[config.mk]
export PLATFORM = sky130hd
export DESIGN_NAME = sel_filter
export DESIGN_NICKNAME = d
export VERILOG_FILES = /design/src/rtl/sel_filter_pkg.sv /design/src/rtl/sat_counter.sv /design/src/rtl/sel_filter.sv
export SDC_FILE = /design/constraint.sdc
export NUM_CORES = 1
export LEC_CHECK = 0
export ABC_AREA = 1
export BUFFER_PORTS_ARGS = -buffer_cell sky130_fd_sc_hd__buf_2
export CELL_PAD_IN_SITES_DETAIL_PLACEMENT = 1
export CELL_PAD_IN_SITES_GLOBAL_PLACEMENT = 2
export CORE_UTILIZATION = 32
export DETAILED_ROUTE_END_ITERATION = 10
export PLACE_DENSITY_LB_ADDON = 0.1
export SYNTH_ARGS = -nofsm -noshare
export SYNTH_HDL_FRONTEND = slang
export SYNTH_SLANG_ARGS = --single-unit
export TNS_END_PERCENT = 50
[constraint.sdc]
create_clock -name clk -period 4.1 [get_ports clk]
set_input_delay 0.41 -clock clk [delete_from_list [all_inputs] [get_ports clk]]
set_output_delay 0.41 -clock clk [all_outputs]
set_load 0.01 [all_outputs]
[src/rtl/sel_filter_pkg.sv]
// Shared types and constants for the sel_filter select generator.
package sel_filter_pkg;

  typedef enum logic [1:0] {ST_INIT, ST_STABLE, ST_PENDING} sel_state_t;

  localparam int SEL_STABLE_DEFAULT = 4;
  localparam int SWITCH_CNT_W       = 8;

endpackage

[src/rtl/sat_counter.sv]
// Saturating up-counter with synchronous active-high reset; holds at all-ones.
module sat_counter #(
  parameter int W = 8
) (
  input  logic         clk,
  input  logic         rst,
  input  logic         inc,
  output logic [W-1:0] count
);

  logic [W-1:0] count_q;
  logic [W-1:0] count_d;

  // NOTE: every variable assigned in always_comb gets a default first, so no path can infer a latch.
  always_comb begin
    count_d = count_q;
    if (inc && (count_q != '1)) begin
      count_d = count_q + W'(1);
    end
  end

  // NOTE: sequential state uses non-blocking assignments only, so all flops update together at the edge.
  always_ff @(posedge clk) begin
    if (rst) begin
      count_q <= '0;
    end else begin
      count_q <= count_d;
    end
  end

  assign count = count_q;

endmodule

[src/rtl/sel_filter.sv]
// Glitch-filtered select generator: f = a ? b : c must hold STABLE_CYCLES samples before sel follows.
module sel_filter
  import sel_filter_pkg::*;
#(
  parameter int STABLE_CYCLES = SEL_STABLE_DEFAULT
) (
  input  logic                    clk,
  input  logic                    rst,
  input  logic                    a,
  input  logic                    b,
  input  logic                    c,
  input  logic                    hold,
  output logic                    sel,
  output logic                    sel_valid,
  output logic                    sel_changed,
  output logic [SWITCH_CNT_W-1:0] switch_count
);

  localparam int                 CNT_W      = $clog2(STABLE_CYCLES + 1);
  localparam logic [CNT_W-1:0]   CNT_COMMIT = CNT_W'(STABLE_CYCLES);

  sel_state_t       state_q, state_d;
  logic             raw_q, raw_d;
  logic             cand_q, cand_d;
  logic [CNT_W-1:0] cnt_q, cnt_d;
  logic             sel_q, sel_d;
  logic             valid_q, valid_d;
  logic             changed_q, changed_d;

  assign raw_d = a ? b : c;

  always_comb begin
    state_d   = state_q;
    cand_d    = cand_q;
    cnt_d     = cnt_q;
    sel_d     = sel_q;
    valid_d   = valid_q;
    changed_d = 1'b0;

    unique case (state_q)
      ST_INIT: begin
        // First commit is silent: it establishes sel rather than toggling it.
        if (cnt_q == CNT_COMMIT) begin
          sel_d   = cand_q;
          valid_d = 1'b1;
          cnt_d   = '0;
          state_d = ST_STABLE;
        end else if (raw_q == cand_q) begin
          cnt_d = cnt_q + CNT_W'(1);
        end else begin
          cand_d = raw_q;
          cnt_d  = CNT_W'(1);
        end
      end

      ST_STABLE: begin
        if (!hold && (raw_q != sel_q)) begin
          cand_d  = raw_q;
          cnt_d   = CNT_W'(1);
          state_d = ST_PENDING;
        end
      end

      ST_PENDING: begin
        // hold and bounce-back both outrank the commit on the same edge.
        if (hold || (raw_q == sel_q)) begin
          cnt_d   = '0;
          state_d = ST_STABLE;
        end else if (cnt_q == CNT_COMMIT) begin
          sel_d     = cand_q;
          changed_d = 1'b1;
          cnt_d     = '0;
          state_d   = ST_STABLE;
        end else begin
          cnt_d = cnt_q + CNT_W'(1);
        end
      end

      default: begin
        state_d = ST_INIT;
      end
    endcase
  end

  always_ff @(posedge clk) begin
    if (rst) begin
      state_q   <= ST_INIT;
      raw_q     <= 1'b0;
      cand_q    <= 1'b0;
      cnt_q     <= '0;
      sel_q     <= 1'b0;
      valid_q   <= 1'b0;
      changed_q <= 1'b0;
    end else begin
      state_q   <= state_d;
      raw_q     <= raw_d;
      cand_q    <= cand_d;
      cnt_q     <= cnt_d;
      sel_q     <= sel_d;
      valid_q   <= valid_d;
      changed_q <= changed_d;
    end
  end

  sat_counter #(
    .W (SWITCH_CNT_W)
  ) u_switch_cnt (
    .clk   (clk),
    .rst   (rst),
    .inc   (changed_d),
    .count (switch_count)
  );

  assign sel         = sel_q;
  assign sel_valid   = valid_q;
  assign sel_changed = changed_q;

endmodule
---- Word-level counts from Yosys, hierarchy flattened ----
Cells that the tools add are included.
word-level totals
  register bits ........................... 18
  input port bits ......................... 6
  output and inout port bits .............. 11
operators by class
  add/subtract/negate cells ............... 2
  equality and inequality tests ........... 11
  mux-type cells .......................... 21
  reductions and logical operators ........ 12
operators by type and width
  cell                                                             count
  3-bit 2-to-1 mux                                                 5
  1-bit 2-to-1 mux                                                 9
  3-bit case mux with 3 select lines                               1
  8-bit by 1-bit adder with 8-bit output, second input constant    1
  2-bit inequality test, second input constant                     4
  8-bit inequality test, second input constant                     1
  2-bit 2-to-1 mux                                                 3
  2-bit case mux with 3 select lines                               1
  2-bit AND reduction                                              3
  1-bit case mux with 2 select lines                               2
  4-bit AND reduction                                              1
  2-bit nonzero test                                               2
  3-bit by 1-bit adder with 3-bit output, second input constant    1
  3-bit == test, second input constant                             1
  3-bit nonzero test                                               1
  1-bit == test                                                    2
  2-bit by 1-bit == test with 1-bit output, second input constant  1
  2-bit == test, second input constant                             1
  1-bit logical AND                                                2
  2-bit logical NOT                                                1
  1-bit logical NOT                                                1
  1-bit logical OR                                                 1
  1-bit inequality test                                            1

---- Depth between registers and ports, before layout ----
Gate-level depths: netlist of the first run.
  word-level depth ........................ 5
  mapped depth ............................ 10

---- By module ----
From an unflattened synthesis of the first run, not the netlist that was laid out.
unflattened totals
  cells, all modules ...................... 168
  area total of the unflattened synthesis .. 1121.1 um2
by module, submodules not included
  module       instances  cells each  area each (um2)
  sel_filter   1          91          636.9
  sat_counter  1          77          484.2

---- Worst setup path after synthesis of the first run ----
No wires, ideal clock.
  path kind ............................... register -> register
  start point ............................. reg u_switch_cnt.count_q[0] (netlist: u_switch_cnt.count[0])
  end point ............................... reg u_switch_cnt.count_q[0] (netlist: u_switch_cnt.count[0])
  arrival ................................. 1.239 ns
  setup slack ............................. 2.748 ns
  stages on the path, launching flop included .. 10
  buffers on the path ..................... 0
  cell sequence ........................... dfxtp_1 -> ha_1 -> nand3_1 -> inv_1 -> nand2_1 -> clkinv_1 -> nor2_4 -> nand2_1 -> nand2_1 -> nor2_1
on the way
  longest elaborated chain between the ends .. 2
  elaborated cells between the ends (all ways) .. 3
  those cells by class .................... add/sub (1); eq/ne (1); reduce/logical (1)
RTL lines
  element                                                                                         RTL line           RTL
  start: declaration                                                                              sat_counter.sv:11  logic [W-1:0] count_q;
  start signal: assignment                                                                        sat_counter.sv:27  count_q <= count_d;
  parallel branches: the longest is 2 deep, another holds 8-bit by 1-bit adder with 8-bit output  n/a
Several ways; the timed one is not identified.
A chain may end at the register's enable or synchronous reset.

---- Worst setup path after layout of the first run ----
  start point ............................. reg state_q[0]
  end point ............................... reg cnt_q[1]
on the way
  longest elaborated chain between the ends .. 3
  elaborated cells between the ends (all ways) .. 7
  those cells by class .................... eq/ne (3); mux (1); reduce/logical (3)
RTL lines
  element                                                                RTL line          RTL
  start: declaration                                                     sel_filter.sv:22  sel_state_t state_q, state_d;
  start signal: assignment                                               sel_filter.sv:95  state_q <= state_d;
  2-bit by 1-bit == test with 1-bit output (tied with other cells)       sel_filter.sv:40  unique case (state_q)
  2-bit inequality test (no line) or 3-bit nonzero test (tied branches)  n/a
  2-bit AND reduction (no line)                                          n/a
  end signal: assignment                                                 sel_filter.sv:98  cnt_q <= cnt_d;
  end: declaration                                                       sel_filter.sv:25  logic [CNT_W-1:0] cnt_q, cnt_d;
Parallel ways exist; a longest one is shown, timed or not.

==> impl_summary.txt, run 1 <==
----------------------------------------------------
[Outcome]
  Run status ... finished clean

[Setup path]
  Series of cell instances along the critical path ... inv_1 > ha_1 > nand3b_1 > nand2_1 > inv_1 > nand3_1 > nand2_1 > nand2_1 > inv_1
  Critical Path Sink ... cnt_q[1]$_SDFFE_PP0P_
  Launching instance or port of the critical path ... state_q[0]$_SDFFE_PP0N_
  Kind of cell with the highest combined delay on the critical path ... simple AND/OR/NAND/NOR gates
  Reg-to-Reg End ... cnt_q[1]$_SDFFE_PP0P_
  Data required time of the critical path ... 4.30 ns
  Slowest cell on the critical path ... sky130_fd_sc_hd__dfxtp_1
  Crit. path cell count ... 9
  Delay of the slowest cell on the worst path ... roughly 0.40 ns
  CP Max Fanout ... 4
  Number of cell instances on the worst register-to-register path ... 9
  Setup slack on the worst flop-to-flop path ... around 2.6 ns
  Signal arrival time at the worst endpoint ... ~1.7 ns
  Critical Path Sink Type ... flip-flop
  Critical register-to-register path startpoint ... state_q[0]$_SDFFE_PP0N_
  Sort of element at the start of the critical path ... flip-flop
  Number of buffers and inverters on the critical path ... 3
  Crit path kind ... flip-flop to flip-flop

[Power and ir drop]
  Cell area power density ... 453 mW/mm2
  Sequential share of power ... 38.4%
  Proportion of total power due to net switching ... 40.8%
  Part of the total power dissipated in the clock network ... approximately a fifth
  Power share of the combinational group ... between 40% and 50%
  Total net switching power ... 0.234 mW
  Internal Dissipation ... 0.339 mW
  Leakage power total ... 0.651 nW
  Maximum resistive drop on vdd ... 205 uV

[Place]
  Final GP Congestion ... just over 0.8
  Sum of net half-perimeters after detailed placement ... around 2.2 mm
  Input/output buffers ... 16
  Placed Area ... 0.00123 mm2

[Worst hold path]
  Classification of the worst-slack hold path ... input port to flip-flop

[Logic synthesis]
  Post-synthesis instance area ... 0.00110 mm2
  Sequential fraction of the synthesis area ... 32.9%
  Register bit total from synthesis ... 18
  Avg Synthesized Cell Area ... 6.60 um2
  Post-Synthesis Cells ... approximately 170
  Yosys warning count ... 0
  Number of library cell types mapped by synthesis ... 24
  Syn Nets ... 179

[Global routing]
  Vias in the first global route ... approximately 1100
  GRT Overall Usage ... 17.4%
  First-pass GRT wire length ... 4.70 mm
  Total grt overflow ... 0
  Antenna violations before repair ... 0
  Largest net degree at the start of global routing ... 11

[CTS]
  CTS clock-pin slew for the worst setup and hold paths ... 0.11 ns
  Gates resized, CTS repair ... 0
  Clock latency on the worst-skew pair ... 0.30 ns
  TritonCTS clock tree ... built
  Clk root buf ... sky130_fd_sc_hd__clkbuf_4
  Post-CTS Hold Buffers ... 0
  Buffers inserted by post-CTS timing repair ... 0
  Clock buffer count from CTS ... 3
  H-tree levels ... 1
  CTS max path bufs ... 2
  CTS Sinks ... 18

[Layout]
  Share of post-route cells with drive strength above 1 ... 16.2%
  Total number of nets in the final design ... 199
  Most common library cell in the layout ignoring fill and taps ... sky130_fd_sc_hd__nand2_1
  Commonest non-fill, non-tap cells in the layout ... sky130_fd_sc_hd__nand2_1 (51), sky130_fd_sc_hd__inv_1 (21), sky130_fd_sc_hd__nor2_1 (18), sky130_fd_sc_hd__dfxtp_1 (18), sky130_fd_sc_hd__buf_2 (16)
  Diodes inserted ... 0
  Relative area change from synthesis to final layout ... 15.3%
  Design area ... 0.00126 mm2

[Floorplan]
  Effective utilization at floorplan ... 34.8%
  Die Y ... between 60 and 70 um
  Number of I/O pins ... 17
  Area of the placeable core ... 0.00315 mm2
  Overall die width ... 60.5 um
  Full die area ... 0.00366 mm2
  Std cell rows ... 20

[Detailed routing]
  Aggregate routed wire length ... ~2.7 mm
  Drt wl/cell ... 11.8 um
  Top Metal Used ... met4
  Final routed DRC violation total ... 0
  Via total after detailed routing ... 1076
  Met2 wirelength from detailed routing ... between 1 and 1.5 mm
  Met3 wire length ... 58 um
  WL met1 ... 1.17 mm
  DR vias/cell ... 4.70
  Number of violations reported at the end of detailed-routing iteration 0 ... 35
  TritonRoute pass-1 iters ... 3
  Routed Antenna Nets ... 0

[STA]
  Final-report setup violation count ... 0
  Worst clock skew on the final layout ... ~0.010 ns
  Final setup TNS ... 0 ns
  Slew headroom ... 79.6%
  Post-route fraction of the period consumed by the critical path ... 37.3%
  Endpoints failing hold ... 0
  Transition time at the pin with the least slew margin ... 0.305 ns
  Unrepaired setup endpoints after global routing ... false
  Final critical delay including setup and external delays ... 1.53 ns
  Slew Limit Fails ... 0
  Highest Clock Rate ... 653 MHz

[Flow run]
  Max-cap violations ... 0

----------------------------------------------------
## power by group through the flow
stage | sequential [mW] | clock, mW | combinational [mW]
after floorplan | 0.220 | 0 | 0.189
after global placement | 0.222 | 0 | 0.236
after detailed placement | 0.225 | 0 | 0.245
after CTS | 0.220 | 0.117 | 0.246
after global routing | 0.225 | 0.126 | 0.283
final | 0.220 | 0.112 | 0.241
## cell families (layout without fill, tap and decap cells)
family	after synthesis	after routing	synth area share [%]
AO/OA/AOI/OAI	22	22	10.3
XOR/XNOR	4	4	3.20
adder cells (fa/ha/maj)	7	7	7.99
buffers and inverters	26	45	8.90
flip-flops	18	18	32.9
AND/OR/NAND/NOR	89	89	36.8
## how the worst min path moves through the flow
stage / start / endpoint / slack (ns) / cells past startpoint
floorplan: state_q[1]$_SDFFE_PP0N_ / state_q[1]$_SDFFE_PP0N_ / 0.48 / 2
global placement: sel_valid$_SDFFE_PP0P_ / sel_valid$_SDFFE_PP0P_ / 0.45 / 1
detailed placement: sel_valid$_SDFFE_PP0P_ / sel_valid$_SDFFE_PP0P_ / 0.46 / 1
CTS: a / raw_q$_SDFF_PP0_ / 0.28 / 2
global route: a / raw_q$_SDFF_PP0_ / 0.28 / 2
finish: a / raw_q$_SDFF_PP0_ / 0.28 / 2
## per-layer routing
layer | global-route usage, % | vias to the layer above
li1 | - | 557
met1 | 19.3 | 502
met2 | 32.5 | 13
met3 | 2.77 | 4
met4 | 7.47 | 0
met5 | 0 | -
## registers in the layout, indices dropped and copies added (netlist names)
register,flops
sel_valid,1
sel_changed,1
state_q,2
u_switch_cnt.count,8
cand_q,1
sel,1
raw_q,1
cnt_q,3
## per-stage QoR
stage / power, mW / utilization (%) / hold slack, ns / std cells / setup slack (ns)
2_1_floorplan: 0.409 / - / 0.476 / 166 / 2.75
3_3_place_gp: 0.458 / 38.9 / 0.446 / 225 / 2.61
3_5_place_dp: 0.469 / 38.9 / 0.460 / 225 / 2.58
4_1_cts: 0.583 / 40.1 / 0.277 / 229 / 2.55
5_1_grt: 0.633 / 40.1 / 0.280 / 229 / 2.40
6_report: 0.572 / 40.1 / 0.282 / 229 / 2.57
## worst reg2reg max path, delay by kind of cell, from the launching register on
kind	cells	cell delay (ns)
flip-flops	1	0.40
buffers and inverters	3	0.19
AND/OR/NAND/NOR	5	0.49
adder cells (fa/ha/maj)	1	0.35
## final cells by class
| class | count | area [um2] |
|---|---|---|
| clock buffers | 4 | 36.3 |
| repair buffers | 16 | 80.1 |
| multi-input cells | 122 | 638 |
| inverters | 25 | 93.8 |
| fillers | 438 | 1890 |
| well taps | 44 | 55.1 |
| flip-flops and latches | 18 | 360 |
## Yosys cell counts
library cell	instances	area [um2]
sky130_fd_sc_hd__nand2_1	51	191
sky130_fd_sc_hd__inv_1	21	78.8
sky130_fd_sc_hd__dfxtp_1	18	360
sky130_fd_sc_hd__nor2_1	18	67.6
sky130_fd_sc_hd__a21oi_1	11	55.1
sky130_fd_sc_hd__ha_1	7	87.6
sky130_fd_sc_hd__nand3_1	7	35.0
sky130_fd_sc_hd__o21ai_0	5	25.0
sky130_fd_sc_hd__o21ai_1	5	25.0
sky130_fd_sc_hd__clkinv_1	2	7.51
sky130_fd_sc_hd__inv_2	2	7.51
sky130_fd_sc_hd__nand2_2	2	12.5
sky130_fd_sc_hd__nand4_1	2	12.5
sky130_fd_sc_hd__nor2_2	2	12.5
sky130_fd_sc_hd__nor3_1	2	10.0
sky130_fd_sc_hd__xnor2_1	2	17.5
sky130_fd_sc_hd__xor2_1	2	17.5
sky130_fd_sc_hd__clkbuf_1	1	3.75
sky130_fd_sc_hd__nand3_2	1	10.0
sky130_fd_sc_hd__nand3b_1	1	7.51
sky130_fd_sc_hd__nand4_2	1	12.5
sky130_fd_sc_hd__nor2_4	1	11.3
sky130_fd_sc_hd__nor2_8	1	20.0
sky130_fd_sc_hd__o21a_1	1	7.51
Note: power is estimated with default switching activity, not from simulation.
==> inputs of run 2 (changes only) <==
- CORE_UTILIZATION: 32 -> 27
- clock period: 4.1 -> 1.3 ns (I/O delays scaled with it)
==> run 2 against run 1 <==
Largest power group unchanged. Flip-flop and latch count stayed put. Register-to-register slack worse by 2.5 ns. Via count is 12% higher. Worst setup slack worse by 2.5 ns. Design area is 31% higher. Global-route usage is 0.69 points lower.
==> impl_summary.txt, run 2 (synthesis results as in run 1) <==
----------------------------------------------------
[Outcome]
  Run status ... finished clean

[Global routing]
  Total grt overflow ... 0
  Vias in the first global route ... 1284
  Largest net degree at the start of global routing ... 11
  GRT Overall Usage ... 16.7%
  Antenna violations before repair ... 0
  First-pass GRT wire length ... 5.60 mm

[Floorplan]
  Full die area ... 0.00432 mm2
  Overall die width ... 65.7 um
  Area of the placeable core ... 0.00377 mm2
  Number of I/O pins ... 17
  Die Y ... 65.7 um
  Effective utilization at floorplan ... 29.1%
  Std cell rows ... 22

[STA]
  Unrepaired setup endpoints after global routing ... true
  Endpoints failing hold ... 0
  WHS ... 0.0520 ns
  Transition time at the pin with the least slew margin ... 0.355 ns
  Final setup TNS ... 0 ns
  Slew Limit Fails ... 0
  Highest Clock Rate ... 782 MHz
  Final critical delay including setup and external delays ... 1.28 ns
  Slew headroom ... 76.2%
  Post-route fraction of the period consumed by the critical path ... 98.3%
  Worst clock skew on the final layout ... 0.00540 ns
  Final-report setup violation count ... 0

[CTS]
  H-tree levels ... 1
  Clk root buf ... sky130_fd_sc_hd__clkbuf_8
  CTS clock-pin slew for the worst setup and hold paths ... 0.07 ns
  CTS max path bufs ... 2
  Clock latency on the worst-skew pair ... roughly 0.26 ns
  Clock buffer count from CTS ... 3
  Post-CTS Hold Buffers ... 0
  CTS Sinks ... 18
  TritonCTS clock tree ... built

[Detailed routing]
  Drt wl/cell ... 11.8 um
  Number of violations reported at the end of detailed-routing iteration 0 ... 30
  Final routed DRC violation total ... 0
  DR vias/cell ... 4.59
  Via total after detailed routing ... 1206
  TritonRoute pass-1 iters ... 2
  Aggregate routed wire length ... 3.11 mm
  Routed Antenna Nets ... 0

[Setup path]
  Signal arrival time at the worst endpoint ... 1.46 ns
  Critical Path Sink ... state_q[0]$_SDFFE_PP0N_
  Reg-to-Reg End ... state_q[0]$_SDFFE_PP0N_
  CP Max Fanout ... 4
  Number of cell instances on the worst register-to-register path ... 7
  Setup slack on the worst flop-to-flop path ... 0.02 ns
  Critical Path Sink Type ... flip-flop
  Critical register-to-register path startpoint ... state_q[0]$_SDFFE_PP0N_
  Sort of element at the start of the critical path ... flip-flop
  Data required time of the critical path ... 1.48 ns
  Launching instance or port of the critical path ... state_q[0]$_SDFFE_PP0N_
  Crit path kind ... flip-flop to flip-flop

[Power and ir drop]
  Pwr Total ... 2.37 mW
  Maximum resistive drop on vdd ... between 800 and 900 uV
  Leakage power total ... 0.813 nW
  Cell area power density ... approximately 1400 mW/mm2

[Layout]
  Design area ... 0.00166 mm2
  Flip-flop count of the largest register, all copies and words added ... 8
  Diodes inserted ... 0
  Most common library cell in the layout ignoring fill and taps ... sky130_fd_sc_hd__nand2_1
  Relative area change from synthesis to final layout ... 51.1%
  Share of post-route cells with drive strength above 1 ... 41.9%
  Final core utilization ... 43.9%
  Total number of nets in the final design ... between 200 and 250
  Fill cell total of the finished layout ... 485
  Commonest non-fill, non-tap cells in the layout ... sky130_fd_sc_hd__nand2_1 (47), sky130_fd_sc_hd__buf_4 (31), sky130_fd_sc_hd__nor2_1 (18)

[Place]
  Final GP Congestion ... 0.777
  Placed Area ... approximately 0.0014 mm2
  Input/output buffers ... 16
  Sum of net half-perimeters after detailed placement ... between 2 and 2.5 mm

[Flow run]
  Max-cap violations ... 0

[Worst hold path]
  Classification of the worst-slack hold path ... input port to flip-flop

----------------------------------------------------
==> run 2: power breakdown <==
group | internal [mW] | leakage, nW | switching (mW)
Clock | 0.206 | 0.0216 | 0.192
Sequential | 0.641 | 0.150 | 0.0746
Combinational | 0.605 | 0.642 | 0.651
==> run 2: cell type report <==
cell class / instances / area [um2] / area share, %
clock buffer: 3 / 41.3 / 2.49
inverter: 25 / 103 / 6.19
multi-input combinational: 122 / 768 / 46.4
sequential: 18 / 372 / 22.4
tap: 48 / 60.1 / 3.63
timing repair buffer: 47 / 313 / 18.9
==> run 2: layer usage <==
layer  part of all wire, %  vias up  track usage, %
met5                     0        -               0
met4                   1.0        0            4.08
met3                   1.9        4            2.08
met2                    55       12            32.7
met1                    42      573            18.5
li1                      -      617               -
==> run 2: per-stage QoR <==
step,std cells,setup WS (ns)
after floorplan,166,-0.00550
after global placement,253,-0.0985
after detailed placement,253,-0.112
after CTS,260,0.00134
after global routing,263,-0.0903
final,263,0.0216
==> run 2: timing repair <==
item / in CTS / in global routing
pin swaps: 9 / 10
setup buffers: 4 / 3
hold endpoints to repair: 0 / 0
endpoints found under the setup margin: 15 / 15
gates resized for setup: 31 / 9
==> run 2: how the worst min path moves through the flow <==
stage / from / to / slack (ns) / cells past startpoint
final: a / raw_q$_SDFF_PP0_ / 0.05 / 2
after global routing: a / raw_q$_SDFF_PP0_ / 0.06 / 2
after CTS: a / raw_q$_SDFF_PP0_ / 0.04 / 2
after detailed placement: a / raw_q$_SDFF_PP0_ / 0.33 / 2
after global placement: a / raw_q$_SDFF_PP0_ / 0.32 / 2
after floorplan: a / raw_q$_SDFF_PP0_ / 0.23 / 1
==> run 2: worst max-delay path, cell delays in order (launching register included) <==
cell                      delay (ns)
sky130_fd_sc_hd__dfxtp_2        0.36
sky130_fd_sc_hd__buf_4          0.15
sky130_fd_sc_hd__ha_4           0.15
sky130_fd_sc_hd__inv_2          0.06
sky130_fd_sc_hd__nor2_2         0.16
sky130_fd_sc_hd__buf_4          0.13
sky130_fd_sc_hd__nand2_1        0.04
sky130_fd_sc_hd__a21oi_1        0.15
